File: src/rtl/gate_truth_sweeper_if.sv
// Bundle between the truth-table sweeper and the gate under test / observer.
// SWEEP_TRACE_EN adds the first-failure trace signals.
interface gate_truth_sweeper_if #(
   parameter int N_INPUTS = 2
);
   logic                    start;
   logic                    gate_out;
   logic [N_INPUTS-1:0]     gate_in;
   logic                    busy;
   logic                    done;
   logic                    pass;
   logic [N_INPUTS:0]       mismatch_count;
   logic [2**N_INPUTS-1:0]  result_vec;
`ifdef SWEEP_TRACE_EN
   logic [N_INPUTS-1:0]     first_fail_idx;
   logic                    first_fail_valid;
`endif

   modport master (
`ifdef SWEEP_TRACE_EN
      input  first_fail_idx,
      input  first_fail_valid,
`endif
      output start,
      output gate_out,
      input  gate_in,
      input  busy,
      input  done,
      input  pass,
      input  mismatch_count,
      input  result_vec
   );

   modport slave (
`ifdef SWEEP_TRACE_EN
      output first_fail_idx,
      output first_fail_valid,
`endif
      input  start,
      input  gate_out,
      output gate_in,
      output busy,
      output done,
      output pass,
      output mismatch_count,
      output result_vec
   );
endinterface

File: src/rtl/gate_truth_sweeper.sv
// Sweeps all input vectors of a combinational gate and checks a truth table.
// Optional first-failure trace outputs are enabled by SWEEP_TRACE_EN.
module gate_truth_sweeper #(
   parameter int                     N_INPUTS      = 2,
   parameter int                     SETTLE_CYCLES = 2,
   parameter logic [2**N_INPUTS-1:0] EXPECTED      = 4'b0001
) (
   input logic                 clk,
   input logic                 rst,
   gate_truth_sweeper_if.slave bus
);
   localparam int NV = 2**N_INPUTS;
   localparam int CW = (SETTLE_CYCLES > 1) ? $clog2(SETTLE_CYCLES) : 1;
   localparam logic [N_INPUTS-1:0] LAST = '1;

   typedef enum logic [1:0] {IDLE, SETTLE, SAMPLE, DONE} state_t;

   state_t              state, state_n;
   logic [N_INPUTS-1:0] idx;
   logic [CW-1:0]       cnt;
   logic [N_INPUTS-1:0] gate_in;
   logic                busy, done, pass;
   logic [N_INPUTS:0]   mcount;
   logic [NV-1:0]       result;
   logic                accept, last, miss, settled;
`ifdef SWEEP_TRACE_EN
   logic [N_INPUTS-1:0] ff_idx;
   logic                ff_valid;
`endif

   assign accept  = bus.start && (state == IDLE || state == DONE);
   assign last    = (idx == LAST);
   assign miss    = (bus.gate_out != EXPECTED[idx]);
   assign settled = (cnt >= CW'(SETTLE_CYCLES - 1));

   always_ff @(posedge clk or posedge rst) begin
      if (rst) state <= IDLE;
      else     state <= state_n;
   end

   always_comb begin
      state_n = state;
      unique case (state)
         IDLE:    if (bus.start) state_n = SETTLE;
         SETTLE:  if (settled) state_n = SAMPLE;
         SAMPLE:  state_n = last ? DONE : SETTLE;
         DONE:    if (bus.start) state_n = SETTLE;
         default: state_n = IDLE;
      endcase
   end

   always_ff @(posedge clk or posedge rst) begin
      if (rst) begin
         idx      <= '0;
         cnt      <= '0;
         gate_in  <= '0;
         busy     <= 1'b0;
         done     <= 1'b0;
         pass     <= 1'b0;
         mcount   <= '0;
         result   <= '0;
`ifdef SWEEP_TRACE_EN
         ff_idx   <= '0;
         ff_valid <= 1'b0;
`endif
      end else if (accept) begin
         idx      <= '0;
         cnt      <= '0;
         gate_in  <= '0;
         busy     <= 1'b1;
         done     <= 1'b0;
         pass     <= 1'b0;
         mcount   <= '0;
         result   <= '0;
`ifdef SWEEP_TRACE_EN
         ff_idx   <= '0;
         ff_valid <= 1'b0;
`endif
      end else if (state == SETTLE) begin
         if (!settled) cnt <= cnt + CW'(1);
      end else if (state == SAMPLE) begin
         result[idx] <= bus.gate_out;
         if (miss) mcount <= mcount + (N_INPUTS + 1)'(1);
`ifdef SWEEP_TRACE_EN
         if (miss && !ff_valid) begin
            ff_idx   <= idx;
            ff_valid <= 1'b1;
         end
`endif
         // terminal vector is checked before idx could wrap
         if (last) begin
            busy <= 1'b0;
            done <= 1'b1;
            pass <= (mcount == '0) && !miss;
         end else begin
            idx     <= idx + N_INPUTS'(1);
            gate_in <= idx + N_INPUTS'(1);
            cnt     <= '0;
         end
      end
   end

   assign bus.gate_in        = gate_in;
   assign bus.busy           = busy;
   assign bus.done           = done;
   assign bus.pass           = pass;
   assign bus.mismatch_count = mcount;
   assign bus.result_vec     = result;
`ifdef SWEEP_TRACE_EN
   assign bus.first_fail_idx   = ff_idx;
   assign bus.first_fail_valid = ff_valid;
`endif
endmodule

File: src/flat_wrapper.sv
// flat-port wrapper written by rule: the top's interface ports become plain ports
module gate_truth_sweeper_flat 
#(
   parameter int                     N_INPUTS      = 2,
   parameter int                     SETTLE_CYCLES = 2,
   parameter logic [2**N_INPUTS-1:0] EXPECTED      = 4'b0001
)
  (clk, rst, bus_start, bus_gate_out, bus_gate_in, bus_busy, bus_done, bus_pass, bus_mismatch_count, bus_result_vec);
  gate_truth_sweeper_if #(.N_INPUTS(N_INPUTS)) bus_i ();
  input logic clk;
  input logic rst;
  input wire logic [$bits(bus_i.start)-1:0] bus_start;
  input wire logic [$bits(bus_i.gate_out)-1:0] bus_gate_out;
  output wire logic [$bits(bus_i.gate_in)-1:0] bus_gate_in;
  output wire logic [$bits(bus_i.busy)-1:0] bus_busy;
  output wire logic [$bits(bus_i.done)-1:0] bus_done;
  output wire logic [$bits(bus_i.pass)-1:0] bus_pass;
  output wire logic [$bits(bus_i.mismatch_count)-1:0] bus_mismatch_count;
  output wire logic [$bits(bus_i.result_vec)-1:0] bus_result_vec;
  assign bus_i.start = bus_start;
  assign bus_i.gate_out = bus_gate_out;
  assign bus_gate_in = bus_i.gate_in;
  assign bus_busy = bus_i.busy;
  assign bus_done = bus_i.done;
  assign bus_pass = bus_i.pass;
  assign bus_mismatch_count = bus_i.mismatch_count;
  assign bus_result_vec = bus_i.result_vec;
  gate_truth_sweeper #(.N_INPUTS(N_INPUTS), .SETTLE_CYCLES(SETTLE_CYCLES), .EXPECTED(EXPECTED)) u_core (.clk(clk), .rst(rst), .bus(bus_i));
endmodule
File: config.mk
export PLATFORM = sky130hd
export DESIGN_NAME = gate_truth_sweeper_flat
export DESIGN_NICKNAME = d
export VERILOG_FILES = /design/src/rtl/gate_truth_sweeper_if.sv /design/src/rtl/gate_truth_sweeper.sv /design/src/flat_wrapper.sv
export SDC_FILE = /design/constraint.sdc
export NUM_CORES = 1
export LEC_CHECK = 0
export BUFFER_PORTS_ARGS = -buffer_cell sky130_fd_sc_hd__buf_2
export CORE_MARGIN = 5
export CORE_UTILIZATION = 50
export CTS_BUF_LIST = sky130_fd_sc_hd__clkbuf_8
export DETAILED_ROUTE_END_ITERATION = 10
export GPL_TIMING_DRIVEN = 0
export PLACE_DENSITY_LB_ADDON = 0.08
export SLEW_MARGIN = 20
export SYNTH_ARGS = -nofsm -noshare
export SYNTH_HDL_FRONTEND = slang
export SYNTH_SLANG_ARGS = --single-unit
File: constraint.sdc
create_clock -name clk -period 2.6 [get_ports clk]
set_input_delay 0.26 -clock clk [delete_from_list [all_inputs] [get_ports clk]]
set_output_delay 0.26 -clock clk [all_outputs]
set_load 0.02 [all_outputs]
==> flow_metrics.py, run 1 <==
metrics = {
    "status": {
        "status": "finished, final reports clean",
    },
    "floorplanning": {
        "initial_core_util_pct": 52.4,
        "die_area_um2": 2760,
        "fp.coreArea_um2": 1730,
        "fp.dieW_um": 52.5,
        "die_y_um": 52.5,
        "io_pins": 16,
        "fp-row-count": 15,
    },
    "logic_synthesis": {
        "synth_edf_count": 0,
        "synth-async-reset-ratio_pct": 100,
        "ys_ff_latch": 15,
        "yosysTopAreaCellShare_pct": 41.5,
        "syn_area_per_cell_um2": 10.1,
        "synthCells": 90,
        "synth-compound-area-share_pct": 17.3,
        "seq_area_frac_synth_pct": 41.5,
        "netlist_area_um2": 905,
        "synth_common_cells": "dfrtp_1 (15), ha_1 (11), o21ai_0 (10)",
        "synthTopCellsByArea": "dfrtp_1 (41%), ha_1 (15%), mux2i_1 (5.5%)",
        "synth-simple-area-share_pct": 13.8,
        "post-synth-top-area-cell": "dfrtp_1",
        "syn_nets": 105,
        "synth_fa_ha_area_share_pct": 15.2,
        "synth_xor_xnor_area_share_pct": 0,
        "synth_top_family_by_area": "compound AO/OA/AOI/OAI gates",
        "synthMuxAreaShare_pct": 5.53,
        "synthFlopType": "dfrtp_1",
        "yosysMostFrequentCell": "dfrtp_1",
        "ys_types": 28,
        "ys.warnings.count": 0,
    },
    "routing": {
        "vias": 682,
        "viasPerCell": 5.09,
        "wl_per_cell_um": 13.0,
        "routed_wl_mm": 1.74,
        "ant_nets": 0,
        "drcViolationCount": 0,
        "drtIter0Drc": 12,
        "drtPass1Iterations": 4,
    },
    "global_route": {
        "grt_max_degree": 16,
        "antenna_found_initial": 0,
        "grt_pass1_vias": 680,
        "grtUsageTotal_pct": 14.6,
        "grt_overflow": 0,
        "grt_pass1_wl_mm": 2.90,
    },
    "cts": {
        "clkLatencyLatePin_ns": 0.25,
        "ctsHoldBuffers": 0,
        "cts_root_buffer": "clkbuf_8",
        "cts_tree": "done",
        "cts.repair.resized": 0,
        "cts_buffers": 3,
        "path_clk_slew_ns": 0.06,
        "clock_sinks": 15,
        "clock_tree.buffer_depth": 2,
        "cts_setup_buffers": 0,
        "htree_levels": 1,
    },
    "critical_path": {
        "rr_endpoint": "u_core.bus.mismatch_count[2]",
        "ff2ff_setup_slack_ns": 0.93,
        "worst_setup_path_end_kind": "register",
        "worst_ep_required_time_ns": 2.73,
        "start_kind": "register",
        "cp_max_fo": 7,
        "path_class": "reg -> reg",
        "rr_worst_depth": 6,
        "critPathArrivalTime_ns": 1.79,
        "crit_start": "u_core.idx[0]",
        "rr_startpoint": "u_core.idx[0]",
    },
    "timing": {
        "worst_pin_slew_ns": 0.553,
        "finClkSkew_ns": 0.00124,
        "tns_ns": 0,
        "fin_crit_sh_pct": 64.1,
        "fmaxAchievable_mhz": 600,
        "rsz0062_at_grt": "no",
        "hold_violations": 0,
        "fin_crit_ns": 1.67,
        "finalSetupViolCount": 0,
        "maxSlewViolCount": 0,
        "relSlewSlack_pct": 63.1,
    },
    "run": {
        "max_cap_violations": 0,
    },
    "placement": {
        "dp_hpwl_mm": 1.31,
        "port_buffers": 15,
        "routabilityCongestion": 0.737,
    },
    "finish": {
        "syn_to_final_growth_pct": 16.7,
        "nets": 125,
        "n_antenna_cell": 0,
        "fin_util_pct": 61.2,
        "final_layout_size_suffix_gt1_share_pct": 21.1,
    },
    "power_and_ir_drop": {
        "p_per_area_nw_per_um2": 1210,
        "p_leak_nw": 0.545,
        "ir_drop_mv": 0.794,
    },
    "min_path": {
        "hp-class": "in -> async",
    },
}
==> cells in the final DEF, fill, tap and decap left out <==
master     instances
buf_2             15
dfrtp_1           15
ha_1              11
inv_1             10
o21ai_0           10
nand2_1            7
mux2i_1            5
nor2b_1            4
clkbuf_8           3
buf_4              2
a22o_1             2
a21oi_1            2
nand3_1            2
o22ai_1            2
a32o_1             2
nand2b_1           2
nor2_1             2
nand2_2            1
a21o_1             1
and2_1             1
nor3_2             1
nor3b_1            1
and2b_1            1
buf_6              1
a2bb2oi_1          1
nand4_1            1
a32oi_1            1
o21ai_1            1
a21boi_0           1
a41oi_1            1
==> per-stage QoR <==
stage | hold slack, ns | instances | worst slack [ns] | total power [mW] | instance area [um2]
finish | 0.0509 | 134 | 0.933 | 1.27 | 1060
global route | 0.110 | 134 | 0.834 | 1.38 | 1060
CTS | 0.0762 | 134 | 0.934 | 1.28 | 1060
detailed placement | 0.341 | 130 | 0.940 | 1.09 | 1010
global placement | 0.339 | 130 | 0.964 | 1.08 | 1010
floorplan | 0.161 | 90 | 0.973 | 0.915 | 905
==> cell families after synthesis <==
logic type | Yosys count
buffers and inverters | 12
AND/OR/NAND/NOR | 23
multiplexers | 5
AO/OA/AOI/OAI | 24
flip-flops | 15
adder cells (fa/ha/maj) | 11
==> power by group <==
part | switching [mW] | total, mW | internal [mW]
Combinational | 0.416 | 0.701 | 0.285
Sequential | 0.0695 | 0.391 | 0.321
Clock | 0.0783 | 0.183 | 0.105
==> final cells by class <==
class | count | area [um2]
Buffer | 3 | 26.3
Clock buffer | 3 | 41.3
Clock inverter | 1 | 3.75
Fill cell | 156 | 671
Inverter | 9 | 33.8
Multi-Input combinational cell | 63 | 469
Sequential cell | 15 | 375
Tap cell | 25 | 31.3
Timing Repair Buffer | 15 | 75.1
==> how the worst max path moves through the flow <==
stage | to | cells past startpoint
after floorplan | u_core.bus.mismatch_count[1] | 6
after global placement | u_core.bus.mismatch_count[1] | 6
after detailed placement | u_core.bus.mismatch_count[0] | 6
after CTS | u_core.bus.mismatch_count[0] | 6
after global routing | u_core.bus.mismatch_count[0] | 6
final | u_core.bus.mismatch_count[2] | 6
==> state kept, by name, indices dropped and copies added (netlist names) <==
register / flops
u_core.bus.result_vec: 4
u_core.bus.mismatch_count: 3
u_core.idx: 2
u_core.state: 2
u_core.bus.busy: 1
u_core.bus.done: 1
u_core.bus.pass: 1
u_core.cnt: 1
==> critical path, stage by stage (launching register included) <==
cell     delay (ns)
dfrtp_1        0.47
inv_1          0.11
ha_1           0.25
ha_1           0.37
a32oi_1        0.12
o21ai_0        0.15
o21ai_1        0.09
==> per-layer routing <==
metal / global-route usage (%) / vias up / share of wire, %
met2: 22.9 / 18 / 45
met5: 0 / - / 0
met3: 3.42 / 5 / 4.0
met4: 6.38 / 0 / 2.0
li1: - / 350 / -
met1: 18.9 / 309 / 49
Power figures use the tool's default switching activity.
==> run 2: changes to the inputs <==
==> constraint.sdc (replaced) <==
create_clock -name clk -period 1.7 [get_ports clk]
set_input_delay 0.17 -clock clk [delete_from_list [all_inputs] [get_ports clk]]
set_output_delay 0.17 -clock clk [all_outputs]
set_load 0.02 [all_outputs]
==> flow_metrics.py, run 2 (synthesis gave the netlist of run 1 again) <==
metrics = {
    "status": {
        "status": "finished, final reports clean",
    },
    "cts": {
        "cts_buffers": 3,
        "clkLatencyLatePin_ns": 0.25,
        "cts_tree": "done",
        "cts_setup_buffers": 0,
        "htree_levels": 1,
        "clock_tree.buffer_depth": 2,
        "cts_root_buffer": "clkbuf_8",
        "clock_sinks": 15,
        "path_clk_slew_ns": 0.06,
    },
    "timing": {
        "fmaxAchievable_mhz": 627,
        "rsz0062_at_grt": "no",
        "fin_crit_sh_pct": 93.8,
        "relSlewSlack_pct": 63.1,
        "tns_ns": 0,
        "maxSlewViolCount": 0,
        "hold_violations": 0,
        "finalSetupViolCount": 0,
        "whs_ns": 0.210,
        "worst_pin_slew_ns": 0.553,
        "fin_crit_ns": 1.60,
        "finClkSkew_ns": 0.000949,
    },
    "routing": {
        "drtIter0Drc": 12,
        "wl_per_cell_um": 12.9,
        "drcViolationCount": 0,
        "drtPass1Iterations": 4,
        "viasPerCell": 5.08,
        "ant_nets": 0,
        "vias": 686,
        "routed_wl_mm": 1.74,
    },
    "critical_path": {
        "path_buf_inv": 1,
        "cp_max_fo": 7,
        "crit_start": "u_core.idx[0]",
        "rr_startpoint": "u_core.idx[0]",
        "path_class": "reg -> reg",
        "worst_ep_required_time_ns": 1.83,
        "crit_family": "adder cells",
        "start_kind": "register",
        "worst_setup_path_end_kind": "register",
        "path_common_cell": "ha_1",
        "critical-path-max-stage-delay_ns": 0.43,
        "slowest_stage": "dfrtp_2",
        "critPathArrivalTime_ns": 1.72,
        "path_cells": "inv_1, ha_1, ha_1, a32oi_1, o21ai_0, o21ai_1",
    },
    "power_and_ir_drop": {
        "p_per_area_nw_per_um2": 1830,
        "ir_drop_mv": 1.22,
        "p_leak_nw": 0.548,
    },
    "floorplanning": {
        "fp-row-count": 15,
        "fp.dieW_um": 52.5,
        "die_area_um2": 2760,
        "die_y_um": 52.5,
        "initial_core_util_pct": 52.4,
        "io_pins": 16,
        "fp.coreArea_um2": 1730,
    },
    "finish": {
        "n_antenna_cell": 0,
        "final_cell_mix": "buf_2 (15), dfrtp_1 (14), ha_1 (11)",
        "final_layout_size_suffix_gt1_share_pct": 21.8,
        "syn_to_final_growth_pct": 18.0,
        "nets": 126,
        "seqCellArea_um2": 377,
        "layout_commonest_cell": "buf_2",
        "largest_reg_flops": 4,
        "fill_cells": 156,
        "multi_input_area_um2": 469,
    },
    "placement": {
        "routabilityCongestion": 0.737,
        "port_buffers": 15,
        "dp_hpwl_mm": 1.31,
    },
    "global_route": {
        "grt_max_degree": 16,
        "grtUsageTotal_pct": 14.5,
        "grt_overflow": 0,
        "grt_pass1_vias": 674,
        "antenna_found_initial": 0,
        "grt_pass1_wl_mm": 2.89,
    },
    "min_path": {
        "worstHoldStart": "bus_gate_out",
        "hp-class": "in -> reg",
    },
    "run": {
        "max_cap_violations": 0,
    },
}
-- run 2: cell count changes in the layout (fill, tap and decap cells not counted), sizes merged --
cell	change
dlygate4sd3	+1
-- run 2: final timing paths --
kind                                                end  slack, ns  cells past startpoint
setup / recovery           u_core.bus.mismatch_count[2]       0.10                      6
setup reg to reg           u_core.bus.mismatch_count[2]       0.10                      6
min in group asynchronous               u_core.bus.done       0.51                      3
hold / removal                 u_core.bus.result_vec[3]       0.21                      2
max in group asynchronous                 u_core.idx[0]       0.80                      3
hold reg to reg                u_core.bus.result_vec[3]       0.49                      1
-- run 2: power by group --
part	switching, mW	internal (mW)
logic	0.636	0.438
clock network	0.119	0.160
registers	0.106	0.494
total	0.861	1.09
-- run 2: area by class of cell --
class	instances	share of cell area (%)
buffer	3	2.46
clock buffer	3	3.87
clock inverter	1	0.352
inverter	9	3.17
multi-input combinational	63	44.0
sequential	15	35.3
tap	25	2.93
timing repair buffer	16	7.97
-- run 2: layer usage --
metal,wire length [um],track usage [%]
met1,845,18.7
met2,790,22.9
met3,71,3.42
met4,34,6.38
met5,0,0
-- run 2: through the flow --
stage	util, %	worst slack (ns)	instance area [um2]	power (mW)	instances
6_report	61.8	0.105	1070	1.95	135
5_1_grt	61.8	0.0131	1070	2.12	135
4_1_cts	61.7	0.0344	1070	1.97	135
2_1_floorplan	-	0.0725	905	1.40	90
3_3_place_gp	58.6	0.0638	1010	1.65	130
3_5_place_dp	58.6	0.0396	1010	1.67	130
-- run 2: repair_timing --
action | in CTS | in global routing
hold endpoints to repair | 15 | 0
gates resized for setup | 0 | 1
endpoints found under the setup margin | 0 | 4
hold buffers | 1 | 0
